`src/rtl/axi_pkg.sv`:
```
// Shared AXI widths, encodings and arbiter state type used by the AR/AW arbiters.
package axi_pkg;

  localparam int unsigned AXI_ID_BITS   = 4;
  localparam int unsigned AXI_IDS_BITS  = 8;
  localparam int unsigned AXI_ADDR_BITS = 32;
  localparam int unsigned AXI_LEN_BITS  = 4;
  localparam int unsigned AXI_SIZE_BITS = 3;

  localparam logic [1:0] BURST_FIXED = 2'b00;
  localparam logic [1:0] BURST_INCR  = 2'b01;
  localparam logic [1:0] BURST_WRAP  = 2'b10;

  localparam logic [1:0] RESP_OKAY   = 2'b00;
  localparam logic [1:0] RESP_EXOKAY = 2'b01;
  localparam logic [1:0] RESP_SLVERR = 2'b10;
  localparam logic [1:0] RESP_DECERR = 2'b11;

  // Upper nibble of the slave-side ID; the R router uses it to pick the master.
  localparam logic [3:0] MTAG_M0 = 4'd0;
  localparam logic [3:0] MTAG_M1 = 4'd1;

  typedef enum logic [1:0] {
    IDLE,
    GRANT,
    LOCK
  } arb_state_e;

endpackage

```
`src/rtl/rr_picker.sv`:
```
// Two-request round-robin pick plus pointer update on a completed grant.
module rr_picker (
  input  logic [1:0] req,
  input  logic       ptr,
  input  logic       advance,
  input  logic       granted,
  output logic       grant,
  output logic       ptr_next
);

  always_comb begin
    case (req)
      2'b01:   grant = 1'b0;
      2'b10:   grant = 1'b1;
      default: grant = ptr;
    endcase
    // The pointer flips away from whoever was served, even if it was the only requester.
    ptr_next = advance ? ~granted : ptr;
  end

endmodule

```
`src/rtl/ar_arbiter_rr.sv`:
```
// Round-robin arbiter for the shared AR channel; holds the channel locked until RLAST.
module ar_arbiter_rr
  import axi_pkg::*;
#(
  parameter int unsigned ID_BITS   = AXI_ID_BITS,
  parameter int unsigned IDS_BITS  = AXI_IDS_BITS,
  parameter int unsigned ADDR_BITS = AXI_ADDR_BITS,
  parameter int unsigned LEN_BITS  = AXI_LEN_BITS,
  parameter int unsigned SIZE_BITS = AXI_SIZE_BITS
) (
  input  logic                 clk,
  input  logic                 rst,
  input  logic [ID_BITS-1:0]   ARID_M0,
  input  logic [ID_BITS-1:0]   ARID_M1,
  input  logic [ADDR_BITS-1:0] ARADDR_M0,
  input  logic [ADDR_BITS-1:0] ARADDR_M1,
  input  logic [LEN_BITS-1:0]  ARLEN_M0,
  input  logic [LEN_BITS-1:0]  ARLEN_M1,
  input  logic [SIZE_BITS-1:0] ARSIZE_M0,
  input  logic [SIZE_BITS-1:0] ARSIZE_M1,
  input  logic [1:0]           ARBURST_M0,
  input  logic [1:0]           ARBURST_M1,
  input  logic                 ARVALID_M0,
  input  logic                 ARVALID_M1,
  output logic                 ARREADY_M0,
  output logic                 ARREADY_M1,
  input  logic                 ARREADY,
  input  logic                 RVALID,
  input  logic                 RREADY,
  input  logic                 RLAST,
  output logic [IDS_BITS-1:0]  ARIDS,
  output logic [ADDR_BITS-1:0] ARADDR,
  output logic [LEN_BITS-1:0]  ARLEN,
  output logic [SIZE_BITS-1:0] ARSIZE,
  output logic [1:0]           ARBURST,
  output logic                 ARVALID,
  output logic                 AR_IDLE,
  output logic                 AR_LOCK,
  output logic                 GRANT_M1
);

  arb_state_e           state_q, state_d;
  logic                 rr_ptr_q, rr_ptr_d;
  logic                 grant_q, grant_d;
  logic [ADDR_BITS-1:0] araddr_q, araddr_d;

  logic                 pick;
  logic                 ar_hs;
  logic [ID_BITS-1:0]   sel_id;
  logic [ADDR_BITS-1:0] sel_addr;
  logic [LEN_BITS-1:0]  sel_len;
  logic [SIZE_BITS-1:0] sel_size;
  logic [1:0]           sel_burst;
  logic                 sel_valid;
  logic [3:0]           sel_tag;

  assign sel_id    = grant_q ? ARID_M1    : ARID_M0;
  assign sel_addr  = grant_q ? ARADDR_M1  : ARADDR_M0;
  assign sel_len   = grant_q ? ARLEN_M1   : ARLEN_M0;
  assign sel_size  = grant_q ? ARSIZE_M1  : ARSIZE_M0;
  assign sel_burst = grant_q ? ARBURST_M1 : ARBURST_M0;
  assign sel_valid = grant_q ? ARVALID_M1 : ARVALID_M0;
  assign sel_tag   = grant_q ? MTAG_M1    : MTAG_M0;

  assign ar_hs = (state_q == GRANT) && sel_valid && ARREADY;

  rr_picker u_picker (
    .req      ({ARVALID_M1, ARVALID_M0}),
    .ptr      (rr_ptr_q),
    .advance  (ar_hs),
    .granted  (grant_q),
    .grant    (pick),
    .ptr_next (rr_ptr_d)
  );

  always_comb begin
    state_d  = state_q;
    grant_d  = grant_q;
    araddr_d = araddr_q;
    case (state_q)
      IDLE: begin
        if (ARVALID_M0 || ARVALID_M1) begin
          grant_d = pick;
          state_d = GRANT;
        end
      end
      GRANT: begin
        // The other master is ignored here; AXI forbids withdrawing ARVALID.
        if (ar_hs) begin
          araddr_d = sel_addr;
          state_d  = LOCK;
        end
      end
      LOCK: begin
        if (RVALID && RREADY && RLAST) state_d = IDLE;
      end
      default: state_d = IDLE;
    endcase
  end

  always_comb begin
    ARIDS      = '0;
    ARADDR     = araddr_q;
    ARLEN      = '0;
    ARSIZE     = '0;
    ARBURST    = '0;
    ARVALID    = 1'b0;
    ARREADY_M0 = 1'b0;
    ARREADY_M1 = 1'b0;
    if (state_q == GRANT) begin
      ARIDS      = IDS_BITS'({sel_tag, sel_id});
      ARADDR     = sel_addr;
      ARLEN      = sel_len;
      ARSIZE     = sel_size;
      ARBURST    = sel_burst;
      ARVALID    = sel_valid;
      ARREADY_M0 = ARREADY & ~grant_q;
      ARREADY_M1 = ARREADY & grant_q;
    end
    AR_IDLE  = (state_q == IDLE);
    AR_LOCK  = (state_q == LOCK);
    GRANT_M1 = grant_q;
  end

  always_ff @(posedge clk or posedge rst) begin
    if (rst) begin
      state_q  <= IDLE;
      rr_ptr_q <= 1'b0;
      grant_q  <= 1'b0;
      araddr_q <= '0;
    end else begin
      state_q  <= state_d;
      rr_ptr_q <= rr_ptr_d;
      grant_q  <= grant_d;
      araddr_q <= araddr_d;
    end
  end

endmodule

```
`config.mk`:
```
export PLATFORM = sky130hd
export DESIGN_NAME = ar_arbiter_rr
export DESIGN_NICKNAME = d
export VERILOG_FILES = /design/src/rtl/axi_pkg.sv /design/src/rtl/rr_picker.sv /design/src/rtl/ar_arbiter_rr.sv
export SDC_FILE = /design/constraint.sdc
export NUM_CORES = 1
export LEC_CHECK = 0
export ABC_AREA = 1
export ABC_CLOCK_PERIOD_IN_PS = 1880
export CAP_MARGIN = 20
export CORE_ASPECT_RATIO = 0.9
export CORE_UTILIZATION = 30
export DETAILED_ROUTE_END_ITERATION = 10
export PLACE_DENSITY = 0.76
export SKIP_LAST_GASP = 1
export SLEW_MARGIN = 20
export SYNTH_ARGS = -nofsm -noshare
export SYNTH_HDL_FRONTEND = slang
export SYNTH_SLANG_ARGS = --single-unit
export TNS_END_PERCENT = 1
```
`constraint.sdc`:
```
create_clock -name clk -period 1.88 [get_ports clk]
set_input_delay 0.376 -clock clk [delete_from_list [all_inputs] [get_ports clk]]
set_output_delay 0.376 -clock clk [all_outputs]
set_load 0.01 [all_outputs]
```
== Word-level counts from Yosys, hierarchy flattened ==
Index checks and enable logic that the tools add are counted.
Storage, ports and cells
  input port bits: 98
  flip-flop bits (word level): 36
  output and inout bits: 55
Cells by class
  equal/unequal tests: 7
  bitwise operators: 3
  reduce and logical (&&, ||, !) cells: 9
  multiplexer cells: 20
Operators by type and width (count)
  2-to-1 mux 32 bit: 2
  2-to-1 mux 4 bit: 3
  2-to-1 mux 2 bit: 5
  2-to-1 mux 3 bit: 2
  != test 2 x 1 -> 1 bit (second input constant): 3
  case mux 2 bit (3 select lines): 1
  2-to-1 mux 1 bit: 5
  2-to-1 mux 5 bit: 1
  == test 2 x 1 -> 1 bit (second input constant): 2
  == test 2 bit (second input constant): 2
  logical AND 1 bit: 4
  AND reduction 2 bit: 2
  AND reduction 3 bit: 1
  AND 1 bit: 2
  logical NOT 2 bit: 1
  case mux 1 bit (2 select lines): 1
  logical OR 1 bit: 1
  inverter 1 bit: 1

== Logic depth before layout (Yosys ltp) ==
Gate-level depths: netlist (run 1).
  depth after elaboration: 5
  gate-level depth with buffers: 7
  depth with buffers taken out: 6

== By module ==
A second synthesis (run 1) with hierarchy kept.
Second synthesis, totals
  cells, all modules: 405
  area, all modules: 2547.4 um2
By module, submodules not included
  ar_arbiter_rr: sequential area each 900.9 um2, instances 1, cells each 394, area an instance 2497.4 um2
  rr_picker: sequential area each 0.0 um2, instances 1, cells each 11, area an instance 50.0 um2

== Least setup slack after synthesis (run 1) ==
OpenSTA, ideal clock, no wires.
  path kind: register to output
  from: reg grant_q (netlist: GRANT_M1)
  to: out ARADDR[14]
  data arrival time: 1148 ps
  path slack: 356 ps
  buffers on the path: 2
  cell stages (with the launch flop): 6
  required time: 1504 ps
  path through: dfrtp_1 inv_2 buf_2 buf_4 nand2_1 a31oi_1
On the way
  cells in the longest elaborated chain, start to end: 2
RTL lines
  start, declared: RTL line ar_arbiter_rr.sv:44  | logic grant_q, grant_d;
  start signal, assigned: RTL line ar_arbiter_rr.sv:134  | grant_q <= grant_d;
  2-to-1 mux 32 bit: RTL line ar_arbiter_rr.sv:58  | assign sel_addr = grant_q ? ARADDR_M1 : ARADDR_M0;
  2-to-1 mux 32 bit: RTL line ar_arbiter_rr.sv:110  | if (state_q == GRANT) begin
  end, declared: RTL line ar_arbiter_rr.sv:32  | output logic [ADDR_BITS-1:0] ARADDR,
Every way passes these cells.

== Worst setup path after layout (run 1) ==
  from: reg state_q[0]
  to: out ARADDR[17]
On the way
  cells in the longest elaborated chain, start to end: 2
RTL lines
  start, declared: RTL line ar_arbiter_rr.sv:42  | arb_state_e state_q, state_d;
  start signal, assigned: RTL line ar_arbiter_rr.sv:132  | state_q <= state_d;
  == test 2 x 1 -> 1 bit: RTL line ar_arbiter_rr.sv:110
  2-to-1 mux 32 bit: RTL line ar_arbiter_rr.sv:110
Every way passes these cells.

==> results.json, run 1 <==
{
  "cts-root-buf": "clkbuf_8",
  "synth.distinct_cells": 20,
  "finalClockSkew_ns": 0.009725,
  "synth_area_leaders": "dfrtp_1 (35%), nand2_1 (29%), nand4_1 (8.0%), a31oi_1 (7.8%), nor2_1 (5.1%)",
  "final_cell_area_um2": 4483,
  "peakVddDrop_mv": 0.8647,
  "via_per_inst": 4.800,
  "post-route-util_pct": 54.78,
  "clk_pin_slew_worst_paths_ns": 0.07,
  "setup_viol": 32,
  "crit_fanout": 16,
  "syn_area_per_cell_um2": 6.339,
  "crit_type": "register to primary output",
  "syn_area_um2": 2567,
  "dr_total_vias": 3355,
  "synth_xor_area_share_pct": 0,
  "p_per_area_nw_per_um2": 1528,
  "diodes": 0,
  "cts_tree": "yes",
  "fp.dieArea_um2": 8933,
  "avgRoutedWirePerCell_um": 12.30,
  "first_pass_iters": 5,
  "crit_arrival_ns": 1.55,
  "io_pins": 153,
  "drc": 0,
  "min_path_type": "register to register",
  "min_period_over_period_pct": 102.7,
  "end_kind": "primary output",
  "worstPathRequired_ns": 1.50,
  "maxSlewViolCount": 0,
  "drtIter0Drc": 86,
  "antenna_found_initial": 0,
  "synth_top_family_by_area": "simple AND/OR/NAND/NOR gates",
  "grt_setup_unrepaired": "yes",
  "synth_top_cell_by_area": "dfrtp_1",
  "start_kind": "register",
  "max_freq_mhz": 518.1,
  "grt_start_max_net_pins": 50,
  "hold_viol_final": 0,
  "synth_warnings": 0,
  "cp_slowest_stage_delay_ns": 0.39,
  "fin_nets": 683,
  "synth-simple-area-share_pct": 43.66,
  "yosys_register_bits": 36,
  "area_growth_pct": 74.61,
  "setup_slack_ns": -0.05015,
  "seq_area_frac_synth_pct": 35.09,
  "slowest_stage": "dfrtp_1",
  "port_buffers": 149,
  "die_y_um": 89.77,
  "num_rows": 31,
  "cap_violations": 0,
  "overflow": 0,
  "grt_pass1_wl_mm": 14.58,
  "cp_cell_sequence": "inv_2, nor2_4, buf_12, clkbuf_16, buf_4, a31oi_1, buf_2",
  "cts_sinks": 36,
  "synthMuxAreaShare_pct": 0,
  "cts_buffers": 5,
  "drive_gt1_share_pct": 20.55,
  "clock_latency_ns": 0.28,
  "chipWidth_um": 99.52,
  "synth_compound_area_share_pct": 10.92,
  "netlist_instances": 405,
  "layout_min_cycle_time_ns": 1.930,
  "violations": "setup timing",
  "clock_path_buffers": 2,
  "grt_pass1_vias": 3310,
  "synth_top_area_share_pct": 35.09,
  "track_usage_pct": 19.86,
  "place.gp.congestion": 0.7046,
  "antenna_left": 0,
  "outcome": "complete, but fails checks",
  "wl_mm": 8.595,
  "cts_max_level": 2,
  "place_hpwl_mm": 6.181,
  "coreArea_um2": 8184,
  "start_util_pct": 31.37,
  "synthAdderAreaFrac_pct": 0.9747,
  "p_leak_nw": 2.297,
  "place_area_um2": 4488
}
-- stage by stage --
step | setup TNS (ns) | hold slack (ns) | setup WS [ns] | instances | power (mW)
global placement | -6.334 | 0.4591 | -0.2460 | 686 | 6.454
floorplan | 0 | 0.4419 | 0.3563 | 407 | 3.841
detailed placement | -6.760 | 0.4590 | -0.2092 | 686 | 6.555
CTS | -6.048 | 0.4774 | -0.2035 | 697 | 6.885
global route | -3.754 | 0.5031 | -0.1121 | 699 | 7.453
finish | -0.6480 | 0.4832 | -0.05015 | 699 | 6.849
-- registers in the layout, indices dropped and copies added (netlist names) --
name and cells:
state_q 2, rr_ptr_q 1, araddr_q 32, GRANT_M1 1
-- path summary, 6_finish.rpt --
check                                    startpoint                  endpoint  slack [ns]  cells past startpoint
setup / recovery             state_q[0]$_DFFE_PP0P_                ARADDR[17]       -0.05                      7
hold / removal             araddr_q[29]$_DFFE_PP0P_  araddr_q[29]$_DFFE_PP0P_        0.48                      2
setup reg to reg             state_q[0]$_DFFE_PP0P_  araddr_q[28]$_DFFE_PP0P_        0.20                      9
hold reg to reg            araddr_q[29]$_DFFE_PP0P_  araddr_q[29]$_DFFE_PP0P_        0.48                      2
max in group asynchronous                       rst      GRANT_M1$_DFFE_PP0P_        1.02                      3
min in group asynchronous                       rst  araddr_q[10]$_DFFE_PP0P_        0.52                      3
-- worst max-delay path, delay by kind of cell, from the launching register on --
kind,cells,cell delay (ns)
AOI/OAI and AO/OA,1,0.13
buffers and inverters,5,0.69
DFF,1,0.39
and+or+nand+nor,1,0.05
-- where the power goes --
part           internal (mW)  leakage [nW]  switching [mW]
Sequential              1.12         0.453           0.195
Combinational           2.34          1.80            2.64
Clock                  0.299        0.0455           0.258
Total                   3.76          2.30            3.09
-- routing by layer --
layer,GRT usage [%],up-vias,part of all wire [%]
li1,-,1679,-
met1,23.19,1528,42
met2,36.11,137,49
met3,3.577,11,7.1
met4,6.863,0,1.8
met5,0,-,0
-- cells in the mapped netlist, drive strengths merged --
cell and number:
a21oi 14, a31oi 32, buf 33, clkbuf 2, conb 1, dfrtp 36, ha 2, inv 12
nand2 199, nand3 2, nand4 33, nor2 36, nor3 1, o21ai 2
-- placed cells by master (no fill, tap or decap), drive strengths merged --
cell	synthesis	layout
ha	2	2
a31oi	32	32
dlygate4sd2	0	1
nand2	199	199
o21ai	2	2
a21oi	14	14
dfrtp	36	36
clkinvlp	0	1
clkdlybuf4s50	0	100
buf	33	63
bufbuf	0	1
nor3	1	1
nand4	33	33
nor2	36	36
nand3	2	2
clkbuf	2	47
conb	1	3
inv	12	11
-- layout make-up --
| type | count | area (um^2) |
|---|---|---|
| clock buffer | 8 | 90.09 |
| tap | 115 | 143.9 |
| inverter | 12 | 48.80 |
| timing repair buffer | 204 | 1826 |
| fill | 757 | 3701 |
| sequential | 36 | 902.1 |
| multi-input combinational | 324 | 1473 |
-- cell families (layout without fill, tap and decap cells) --
group / count (synthesis) / after routing
flip-flops: 36 / 36
AO/OA/AOI/OAI: 48 / 48
adder cells (fa/ha/maj): 2 / 2
buffers and inverters: 47 / 224
AND/OR/NAND/NOR: 271 / 271
other: 1 / 3
-- repair_timing --
| action | 4_1_cts | 5_1_grt |
|---|---|---|
| hold buffers | 0 | 0 |
| pin swaps | 1 | 0 |
| cloned | 1 | 1 |
| endpoints found under the setup margin | 50 | 50 |
| resized for setup | 50 | 115 |
| setup buffers | 2 | 1 |
No activity file was read; power rests on OpenSTA's default activity.
==> inputs of run 2 (changes only) <==
CORE_UTILIZATION = 41   (was 30)
PLACE_DENSITY = 0.95   (was 0.76)
==> run 2 against run 1 <==
Compared with the run above: the run still ends with setup timing left; clock skew decreased by 0.0040 ns; clock-buffer cell count fell by 2; cell count down 4.7%; sequential share of layout area decreased by 0.34 points; final area increased by 1.6%; total power is 4.4% higher; critical path depth is the same; register-to-register slack better by 0.04 ns; utilization rose by 23 points; non-clock buffer count rose by 11; combinational power increased by 5.6%; critical path type unchanged; largest cell class unchanged; highest routed layer unchanged.
==> results.json, run 2 (synthesis results as in run 1) <==
{
  "cts_max_level": 2,
  "p_per_area_nw_per_um2": 1570,
  "dr_total_vias": 3511,
  "min_path_cells": 2,
  "crit_arrival_ns": 1.65,
  "final.setup.tns_ns": -2.689,
  "avgRoutedWirePerCell_um": 14.22,
  "layout.cells.most_common_list": "nand2_1 (198), clkdlybuf4s50_1 (100), buf_4 (57), dfrtp_1 (36), nor2_1 (35)",
  "fin_nets": 695,
  "port_buffers": 149,
  "place.gp.congestion": 0.7977,
  "max_flop_register": "araddr_q",
  "min_path_type": "register to register",
  "start_kind": "register",
  "clock_path_buffers": 2,
  "place_hpwl_mm": 6.696,
  "ctsHoldBuffers": 0,
  "post-place-ws_ns": -0.2424,
  "drc": 0,
  "grt_pass1_wl_mm": 15.10,
  "violations": "setup timing",
  "p_leak_nw": 2.350,
  "worstPathRequired_ns": 1.50,
  "num_rows": 26,
  "antenna_found_initial": 0,
  "setup_viol": 49,
  "cts_sinks": 36,
  "grt_start_max_net_pins": 37,
  "overflow": 0,
  "maxSlewViolCount": 0,
  "io_pins": 153,
  "fill_cells": 423,
  "setup_slack_ns": -0.1453,
  "antenna_left": 0,
  "post-route-util_pct": 77.76,
  "chipWidth_um": 85.42,
  "clk_pin_slew_worst_paths_ns": 0.07,
  "diodes": 0,
  "via_per_inst": 5.272,
  "crit_fanout": 8,
  "grt_pass1_vias": 3520,
  "wl_mm": 9.472,
  "crit_type": "register to primary output",
  "fp.dieArea_um2": 6583,
  "cts_tree": "yes",
  "area_growth_pct": 77.34,
  "grt_setup_unrepaired": "yes",
  "cts-root-buf": "clkbuf_8",
  "coreArea_um2": 5856,
  "final_common_cell": "nand2_1",
  "start_util_pct": 43.85,
  "first_pass_iters": 5,
  "min_period_over_period_pct": 107.7,
  "max_freq_mhz": 493.7,
  "cts_buffers": 5,
  "power_mw": 7.147,
  "hold_viol_final": 0,
  "drive_gt1_share_pct": 21.14,
  "ff2ff_path_depth": 7,
  "finalClockSkew_ns": 0.005749,
  "peakVddDrop_mv": 0.9472,
  "die_y_um": 77.07,
  "end_kind": "primary output",
  "outcome": "complete, but fails checks",
  "drtIter0Drc": 234,
  "reg_top3": "araddr_q: 32 flops, state_q: 2 flops",
  "track_usage_pct": 28.32,
  "clock_latency_ns": 0.28,
  "largest_reg_flops": 32,
  "cap_violations": 0,
  "layout_min_cycle_time_ns": 2.025
}
==> run 2: area by class of cell <==
class | instances | area, um^2 | share of cell area, %
timing repair buffer | 215 | 1929 | 42.37
multi-input combinational | 324 | 1486 | 32.65
sequential | 36 | 900.9 | 19.79
tap | 70 | 87.58 | 1.924
clock buffer | 6 | 82.58 | 1.814
inverter | 12 | 48.80 | 1.072
clock inverter | 2 | 10.01 | 0.2198
timing repair inverter | 1 | 7.507 | 0.1649
==> run 2: routing by layer <==
layer / GRT usage, % / vias to the layer above / share of wire (%)
li1: - / 1706 / -
met1: 31.80 / 1625 / 40
met2: 54.80 / 160 / 52
met3: 4.413 / 20 / 6.4
met4: 7.333 / 0 / 1.4
met5: 0 / - / 0
==> run 2: metrics by stage <==
step | hold slack [ns] | instance area, um^2 | instances
global route | 0.4914 | 4553 | 666
global placement | 0.4592 | 4433 | 648
CTS | 0.4783 | 4537 | 665
detailed placement | 0.4608 | 4433 | 648
floorplan | 0.4419 | 2575 | 407
finish | 0.4757 | 4553 | 666
==> run 2: path summary, 6_finish.rpt <==
check / start / end / slack (ns)
worst max-delay path: state_q[0]$_DFFE_PP0P_ / ARIDS[0] / -0.15
worst max register to register: GRANT_M1$_DFFE_PP0P_ / araddr_q[1]$_DFFE_PP0P_ / 0.24
max in group asynchronous: rst / araddr_q[13]$_DFFE_PP0P_ / 1.04
worst min register to register: rr_ptr_q$_DFFE_PP0P_ / rr_ptr_q$_DFFE_PP0P_ / 0.48
min in group asynchronous: rst / araddr_q[23]$_DFFE_PP0P_ / 0.51
worst min-delay path: rr_ptr_q$_DFFE_PP0P_ / rr_ptr_q$_DFFE_PP0P_ / 0.48
==> run 2: critical path: stages, from the launching register on <==
cell and delay, ns:
dfrtp_1 0.37, inv_2 0.06, nor2_4 0.14, buf_12 0.15, clkinvlp_4 0.22, buf_6 0.19, a21oi_2 0.10, buf_2 0.14
==> run 2: repair_timing <==
action,in CTS,in global routing
pin swaps,2,0
gates cloned,3,0
setup endpoints to repair,50,52
setup buffers,6,1
gates resized for setup,163,9
==> run 2: report_power, final <==
part,switching (mW),internal [mW],total [mW]
sequential,0.203,1.12,1.32
combinational,2.79,2.48,5.26
clock,0.268,0.292,0.561
total,3.26,3.89,7.15
